$ cat config.mk
export PLATFORM = sky130hd
export DESIGN_NAME = uart_tx_scheduler
export DESIGN_NICKNAME = d
export VERILOG_FILES = /design/src/rtl/uart_pkg.sv /design/src/rtl/uart_rr_arbiter.sv /design/src/rtl/uart_tx_scheduler.sv
export SDC_FILE = /design/constraint.sdc
export NUM_CORES = 1
export LEC_CHECK = 0
export BUFFER_PORTS_ARGS = -buffer_cell sky130_fd_sc_hd__buf_2
export CAP_MARGIN = 15
export CELL_PAD_IN_SITES_DETAIL_PLACEMENT = 1
export CELL_PAD_IN_SITES_GLOBAL_PLACEMENT = 1
export CORE_MARGIN = 4
export CORE_UTILIZATION = 42
export DETAILED_ROUTE_END_ITERATION = 8
export PLACE_DENSITY_LB_ADDON = 0.1
export SLEW_MARGIN = 15
export SYNTH_ARGS = -nofsm -noshare
export SYNTH_HDL_FRONTEND = slang
export SYNTH_HIERARCHICAL = 1
export SYNTH_SLANG_ARGS = --single-unit
$ cat constraint.sdc
create_clock -name clk -period 4.5 [get_ports clk]
set_input_delay 1.35 -clock clk [delete_from_list [all_inputs] [get_ports clk]]
set_output_delay 1.35 -clock clk [all_outputs]
set_load 0.005 [all_outputs]
$ cat src/rtl/uart_pkg.sv
`default_nettype none
// ============================================================================
//  Module      : uart_pkg
//  Description : Frame constants and FSM state encoding shared by the UART
//                transmit scheduler and the matching 9-bit receiver.
//  Revision    : 1.0 - initial release
// ============================================================================
package uart_pkg;

    typedef enum logic [2:0] {
        IDLE   = 3'd0,
        START  = 3'd1,
        DATA   = 3'd2,
        PARITY = 3'd3,
        STOP   = 3'd4,
        GUARD  = 3'd5
    } uart_state_t;

    localparam int   DATA_BITS   = 8;
    localparam int   FRAME_BITS  = 11;
    localparam logic IDLE_LEVEL  = 1'b1;
    localparam logic START_LEVEL = 1'b0;
    localparam logic STOP_LEVEL  = 1'b1;

    function automatic logic parity_bit(input logic [DATA_BITS-1:0] b, input logic odd);
        return (^b) ^ odd;
    endfunction

endpackage
`default_nettype wire

$ cat src/rtl/uart_rr_arbiter.sv
`default_nettype none
// ============================================================================
//  Module      : uart_rr_arbiter
//  Description : Round-robin picker; search starts at an internal pointer that
//                moves past the winner whenever a grant is taken.
//  Revision    : 1.0 - initial release
// ============================================================================
module uart_rr_arbiter #(
    parameter int NUM_REQ = 4,
    parameter int IDX_W   = $clog2(NUM_REQ)
) (
    input  logic               clk,
    input  logic               reset,
    input  logic [NUM_REQ-1:0] req,
    input  logic               advance,
    output logic [NUM_REQ-1:0] grant_oh,
    output logic [IDX_W-1:0]   grant_idx
);

    logic [IDX_W-1:0] r_ptr;
    logic             w_found;
    int               w_j;

    always_comb begin
        grant_oh  = '0;
        grant_idx = '0;
        w_found   = 1'b0;
        w_j       = 0;
        for (int k = 0; k < NUM_REQ; k++) begin
            w_j = int'(r_ptr) + k;
            if (w_j >= NUM_REQ) w_j = w_j - NUM_REQ;
            if (!w_found && req[w_j]) begin
                w_found       = 1'b1;
                grant_idx     = IDX_W'(w_j);
                grant_oh[w_j] = 1'b1;
            end
        end
    end

    always_ff @(posedge clk or negedge reset) begin
        if (!reset) begin
            r_ptr <= '0;
        end else if (advance) begin
            r_ptr <= (grant_idx == IDX_W'(NUM_REQ - 1)) ? '0 : grant_idx + 1'b1;
        end
    end

endmodule
`default_nettype wire

$ cat src/rtl/uart_tx_scheduler.sv
`default_nettype none
// ============================================================================
//  Module      : uart_tx_scheduler
//  Description : Shares one UART TX line among NUM_REQ requesters; frames are
//                start, 8 data LSB first, parity, stop, optional guard bits.
//  Revision    : 1.0 - initial release
// ============================================================================
module uart_tx_scheduler
    import uart_pkg::*;
#(
    parameter int NUM_REQ      = 4,
    parameter int CLKS_PER_BIT = 16,
    parameter bit PARITY_ODD   = 1'b0,
    parameter int GUARD_BITS   = 0
) (
    input  logic                       clk,
    input  logic                       reset,
    input  logic [NUM_REQ-1:0]         req,
    input  logic [NUM_REQ*DATA_BITS-1:0] data_in,
    output logic [NUM_REQ-1:0]         gnt,
    output logic [NUM_REQ-1:0]         done,
    output logic                       busy,
    output logic                       tx_out
);

    localparam int IDX_W  = $clog2(NUM_REQ);
    localparam int BAUD_W = $clog2(CLKS_PER_BIT);
    localparam int BIT_W  = $clog2(DATA_BITS);

    uart_state_t           r_state, w_state_nxt;
    logic [BAUD_W-1:0]     r_baud, w_baud_nxt;
    logic [BIT_W-1:0]      r_bit, w_bit_nxt;
    logic [1:0]            r_guard, w_guard_nxt;
    logic [DATA_BITS-1:0]  r_shift, w_shift_nxt;
    logic                  r_parity, w_parity_nxt;
    logic                  r_tx, w_tx_nxt;
    logic                  r_busy, w_busy_nxt;
    logic [NUM_REQ-1:0]    r_gnt, w_gnt_nxt;
    logic [NUM_REQ-1:0]    r_done, w_done_nxt;
    logic [NUM_REQ-1:0]    r_owner, w_owner_nxt;

    logic                  w_start;
    logic                  w_tick;
    logic [NUM_REQ-1:0]    w_win_oh;
    logic [IDX_W-1:0]      w_win_idx;
    logic [DATA_BITS-1:0]  w_win_byte;

    assign w_start    = (r_state == IDLE) && (|req);
    assign w_tick     = (r_baud == BAUD_W'(CLKS_PER_BIT - 1));
    assign w_win_byte = data_in[{w_win_idx, 3'b000} +: DATA_BITS];

    uart_rr_arbiter #(
        .NUM_REQ (NUM_REQ),
        .IDX_W   (IDX_W)
    ) u_arb (
        .clk       (clk),
        .reset     (reset),
        .req       (req),
        .advance   (w_start),
        .grant_oh  (w_win_oh),
        .grant_idx (w_win_idx)
    );

    always_comb begin
        w_state_nxt  = r_state;
        w_baud_nxt   = w_tick ? '0 : r_baud + 1'b1;
        w_bit_nxt    = r_bit;
        w_guard_nxt  = r_guard;
        w_shift_nxt  = r_shift;
        w_parity_nxt = r_parity;
        w_owner_nxt  = r_owner;
        w_gnt_nxt    = '0;
        w_done_nxt   = '0;
        w_tx_nxt     = r_tx;
        case (r_state)
            IDLE: begin
                w_baud_nxt = '0;
                if (w_start) begin
                    w_state_nxt  = START;
                    w_gnt_nxt    = w_win_oh;
                    w_owner_nxt  = w_win_oh;
                    w_shift_nxt  = w_win_byte;
                    w_parity_nxt = parity_bit(w_win_byte, PARITY_ODD);
                    w_tx_nxt     = START_LEVEL;
                end
            end
            START: begin
                if (w_tick) begin
                    w_state_nxt = DATA;
                    w_bit_nxt   = '0;
                    w_tx_nxt    = r_shift[0];
                end
            end
            DATA: begin
                if (w_tick) begin
                    if (r_bit == BIT_W'(DATA_BITS - 1)) begin
                        w_state_nxt = PARITY;
                        w_tx_nxt    = r_parity;
                    end else begin
                        w_bit_nxt   = r_bit + 1'b1;
                        w_shift_nxt = r_shift >> 1;
                        w_tx_nxt    = r_shift[1];
                    end
                end
            end
            PARITY: begin
                if (w_tick) begin
                    w_state_nxt = STOP;
                    w_tx_nxt    = STOP_LEVEL;
                end
            end
            STOP: begin
                // done marks the end of the stop bit, independent of any guard time
                if (w_tick) begin
                    w_done_nxt  = r_owner;
                    w_tx_nxt    = IDLE_LEVEL;
                    w_guard_nxt = '0;
                    w_state_nxt = (GUARD_BITS > 0) ? GUARD : IDLE;
                end
            end
            GUARD: begin
                if (w_tick) begin
                    if (int'(r_guard) == GUARD_BITS - 1) w_state_nxt = IDLE;
                    else                                  w_guard_nxt = r_guard + 1'b1;
                end
            end
            default: begin
                w_state_nxt = IDLE;
                w_tx_nxt    = IDLE_LEVEL;
            end
        endcase
        w_busy_nxt = (w_state_nxt != IDLE);
    end

    always_ff @(posedge clk or negedge reset) begin
        if (!reset) begin
            r_state <= IDLE;
        end else begin
            r_state <= w_state_nxt;
        end
    end

    always_ff @(posedge clk or negedge reset) begin
        if (!reset) begin
            r_baud   <= '0;
            r_bit    <= '0;
            r_guard  <= '0;
            r_shift  <= '0;
            r_parity <= 1'b0;
            r_tx     <= IDLE_LEVEL;
            r_busy   <= 1'b0;
            r_gnt    <= '0;
            r_done   <= '0;
            r_owner  <= '0;
        end else begin
            r_baud   <= w_baud_nxt;
            r_bit    <= w_bit_nxt;
            r_guard  <= w_guard_nxt;
            r_shift  <= w_shift_nxt;
            r_parity <= w_parity_nxt;
            r_tx     <= w_tx_nxt;
            r_busy   <= w_busy_nxt;
            r_gnt    <= w_gnt_nxt;
            r_done   <= w_done_nxt;
            r_owner  <= w_owner_nxt;
        end
    end

    assign gnt    = r_gnt;
    assign done   = r_done;
    assign busy   = r_busy;
    assign tx_out = r_tx;

endmodule
`default_nettype wire
==> metrics.txt <==
# TYPE chip_impl_metric gauge
chip_impl_info{name="cts_tree",value="built"} 1
chip_impl_metric{name="utilization",unit="%"} 51.76
chip_impl_metric{name="detailroute.via_count",unit=""} 1844
chip_impl_metric{name="fin_worst_skew",unit="ps"} 3.449
chip_impl_metric{name="p_per_area",unit="nW/µm²"} 256.8
chip_impl_metric{name="postCtsResizedCells",unit=""} 0
chip_impl_metric{name="final.min_clock_period",unit="ps"} 3656
chip_impl_metric{name="postSynthCellCount",unit=""} 230
chip_impl_info{name="mostFrequentLayoutCells",value="buf_2, dfrtp_1, nor2_1"} 1
chip_impl_metric{name="timing.max_slew.rel_slack",unit="%"} 39.89
chip_impl_metric{name="start_util",unit="%"} 44.66
chip_impl_metric{name="die-width",unit="µm"} 82.86
chip_impl_metric{name="nFillCells",unit=""} 623
chip_impl_metric{name="drive_gt1_share",unit="%"} 29.71
chip_impl_metric{name="path_clk_slew",unit="ps"} 70
chip_impl_metric{name="finalMaxSlewViolations",unit=""} 0
chip_impl_metric{name="placer_congestion_estimate",unit=""} 0.7745
chip_impl_info{name="regToRegStartpoint",value="u_arb/r_ptr[1]"} 1
chip_impl_info{name="ys_dominant_reg_cell",value="dfrtp_1"} 1
chip_impl_metric{name="drt_iter0_markers",unit=""} 107
chip_impl_info{name="busiest_layer",value="met2"} 1
chip_impl_info{name="run_status",value="complete, no violations"} 1
chip_impl_metric{name="wire_per_inst",unit="µm"} 15.51
chip_impl_info{name="worst_hold_path_type",value="reg -> reg"} 1
chip_impl_metric{name="std_cell_rows",unit=""} 26
chip_impl_metric{name="critPathArrivalTime",unit="ps"} 3810
chip_impl_metric{name="grt_antenna_before_repair",unit=""} 0
chip_impl_metric{name="syn_avg_cell_area",unit="µm²"} 10.23
chip_impl_metric{name="vdd.ir_drop.worst",unit="mV"} 0.1213
chip_impl_metric{name="setup_tns",unit="ps"} 0
chip_impl_metric{name="detail_route.drc_violations",unit=""} 0
chip_impl_metric{name="route.final.wire_length",unit="mm"} 5.367
chip_impl_metric{name="synth_enable_flop_cells",unit=""} 0
chip_impl_metric{name="use_met3",unit="%"} 2.574
chip_impl_info{name="commonest_non_fill_non_tap_cell_in_the_layout",value="buf_2"} 1
chip_impl_metric{name="yosys_register_bits",unit=""} 35
chip_impl_metric{name="synth_cell_types",unit=""} 42
chip_impl_info{name="critical_path.reg2reg.endpoint",value="r_parity"} 1
chip_impl_metric{name="n_antenna_cell",unit=""} 0
chip_impl_metric{name="fmax",unit="MHz"} 273.5
chip_impl_metric{name="buffer_ports.inserted",unit=""} 47
chip_impl_metric{name="use_met2",unit="%"} 26.09
chip_impl_metric{name="post-place-cells",unit=""} 338
chip_impl_metric{name="overflow",unit=""} 0
chip_impl_metric{name="drt_pre_antenna_iters",unit=""} 4
chip_impl_metric{name="grt_util_all_layers",unit="%"} 16.33
chip_impl_info{name="timing.critical_path.to",value="r_parity"} 1
chip_impl_metric{name="cp_data_required_time",unit="ps"} 4660
chip_impl_metric{name="syn_to_final_growth",unit="%"} 15.90
chip_impl_metric{name="die_area",unit="µm²"} 6865
chip_impl_metric{name="finalHoldViolCount",unit=""} 0
chip_impl_metric{name="netlist_area",unit="µm²"} 2354
chip_impl_metric{name="vias_per_cell",unit=""} 5.329
chip_impl_metric{name="synth_async_sr_flop_share",unit="%"} 100.0
chip_impl_metric{name="synth_seq_area_share",unit="%"} 37.27
chip_impl_info{name="cp-start-kind",value="flop"} 1
chip_impl_info{name="timing_worst_setup_path_type",value="reg -> reg"} 1
chip_impl_metric{name="final_antenna_net_count",unit=""} 0
chip_impl_metric{name="grtUsageMet1",unit="%"} 22.26
chip_impl_info{name="end_kind",value="flop"} 1
chip_impl_metric{name="ys_warn_count",unit=""} 6
chip_impl_metric{name="first_pass_grt_wire_length",unit="mm"} 9.315
chip_impl_metric{name="layout_worst_path_cycle_share",unit="%"} 81.25
chip_impl_metric{name="fp.dieH",unit="µm"} 82.86
chip_impl_metric{name="largest_net_degree_at_the_start_of_global_routing",unit=""} 36
chip_impl_metric{name="cts-buffers-inserted",unit=""} 5
chip_impl_metric{name="regToRegSetupSlack",unit="ps"} 840
chip_impl_metric{name="critical_path.max_fanout",unit=""} 11
chip_impl_metric{name="placeableCoreArea",unit="µm²"} 5270
chip_impl_metric{name="cellLeakagePower",unit="nW"} 1.355
chip_impl_metric{name="cts.sinks",unit=""} 35
chip_impl_info{name="critPathLaunch",value="u_arb/r_ptr[1]"} 1
chip_impl_metric{name="clk_latency_worst_skew_pair",unit="ps"} 290
chip_impl_metric{name="worst_slew_pin_slew",unit="ps"} 896.3
chip_impl_metric{name="grt_pass1_vias",unit=""} 1931
chip_impl_info{name="grt_setup_unrepaired",value="false"} 1
chip_impl_metric{name="timing.final.setup_violations",unit=""} 0
chip_impl_metric{name="syn-num-nets",unit=""} 280
chip_impl_metric{name="cts_hold_buffers",unit=""} 0
chip_impl_metric{name="finalNetCount",unit=""} 325
chip_impl_metric{name="io-pin-count",unit=""} 48
chip_impl_metric{name="clk_path_buf_depth",unit=""} 2
chip_impl_metric{name="htree_num_levels",unit=""} 2
chip_impl_metric{name="maximum_capacitance_violations",unit=""} 0
chip_impl_metric{name="layoutNonFillerInstCount",unit=""} 346
chip_impl_metric{name="post-dp-hpwl",unit="mm"} 4.174
chip_impl_metric{name="cts.repair_timing.setup_buffer_count",unit=""} 0
chip_impl_metric{name="reg2regPathDepth",unit=""} 12
chip_impl_info{name="cts_root_buffer",value="clkbuf_8"} 1
## critical path: stages (launching register included)
cell and delay [ps]:
dfrtp_1 610, inv_1 200, ha_1 490, mux2i_1 270, mux2_2 280, a21bo_2 170, a22o_1 140, buf_4 200
mux4_2 570, xnor2_1 220, xnor2_1 160, xnor2_1 140, o21ai_1 80
## how the worst min path moves through the flow
stage,slack (ps),cells past startpoint,from,endpoint
after floorplan,440,1,r_owner[0],r_owner[0]
after global placement,450,1,r_owner[3],r_owner[3]
after detailed placement,460,1,r_owner[3],r_owner[3]
after CTS,470,1,r_owner[3],r_owner[3]
after global routing,490,1,r_owner[1],r_owner[1]
final,470,1,r_owner[3],r_owner[3]
## where the power goes
part / total (mW) / internal [mW] / switching, mW / leakage, nW
Combinational: 0.0962 / 0.0502 / 0.0459 / 0.833
Clock: 0.290 / 0.179 / 0.111 / 0.0612
Sequential: 0.315 / 0.315 / 0 / 0.461
## stage by stage
| stage | total power, mW | hold slack (ps) | cell area [µm²] | setup WS [ps] |
|---|---|---|---|---|
| floorplan | 0.3873 | 440.9 | 2354 | 795.1 |
| global placement | 0.4152 | 454.5 | 2610 | 609.9 |
| detailed placement | 0.4182 | 457.8 | 2610 | 518.1 |
| CTS | 0.7137 | 474.0 | 2728 | 801.6 |
| global route | 0.7357 | 490.7 | 2728 | 532.4 |
| finish | 0.7006 | 473.6 | 2728 | 843.6 |
## cell usage after synthesis (all sizes together) (6+ instances only)
library cell	number	area, µm²
a21o	10	75.07
a21oi	13	65.06
and2	8	50.05
buf	9	71.31
dfrtp	34	850.8
ha	12	150.1
inv	8	30.03
mux2	6	67.56
mux2i	12	120.1
mux4	10	225.2
nand2	17	66.32
nor2	26	100.1
o21ai	13	65.06
xnor2	8	70.07
## registers in the layout, indices dropped and copies added, names as in the netlist, 2 cells and up
register / cells
gnt: 4
done: 4
r_owner: 4
r_bit: 3
r_state: 3
u_arb/r_ptr: 2
r_baud: 4
r_shift: 8
## cells by family (layout without fill, tap and decap cells)
| logic type | count (synthesis) | count (layout) | synth area share [%] |
|---|---|---|---|
| AO/OA/AOI/OAI | 58 | 58 | 16.85 |
| buffers and inverters | 21 | 67 | 5.369 |
| XOR/XNOR | 9 | 9 | 3.349 |
| adder cells (fa/ha/maj) | 12 | 12 | 6.379 |
| multiplexers | 28 | 28 | 17.54 |
| flip-flops | 35 | 35 | 37.27 |
| AND/OR/NAND/NOR | 67 | 67 | 13.24 |
## area by class of cell
class / count / area, µm² / share of cell area, %
flip-flops and latches: 35 / 877.1 / 32.16
repair buffers: 51 / 265.3 / 9.725
inverters: 8 / 30.03 / 1.101
clock buffers: 6 / 82.58 / 3.028
clock inverters: 2 / 35.03 / 1.284
well taps: 70 / 87.58 / 3.211
multi-input cells: 174 / 1350 / 49.50
## routing by layer
metal / share of wire (%) / vias up
li1: - / 917
met2: 47 / 37
met4: 1.7 / 0
met3: 3.3 / 8
met1: 48 / 882
met5: 0 / -
(Power assumes the default switching activity.)
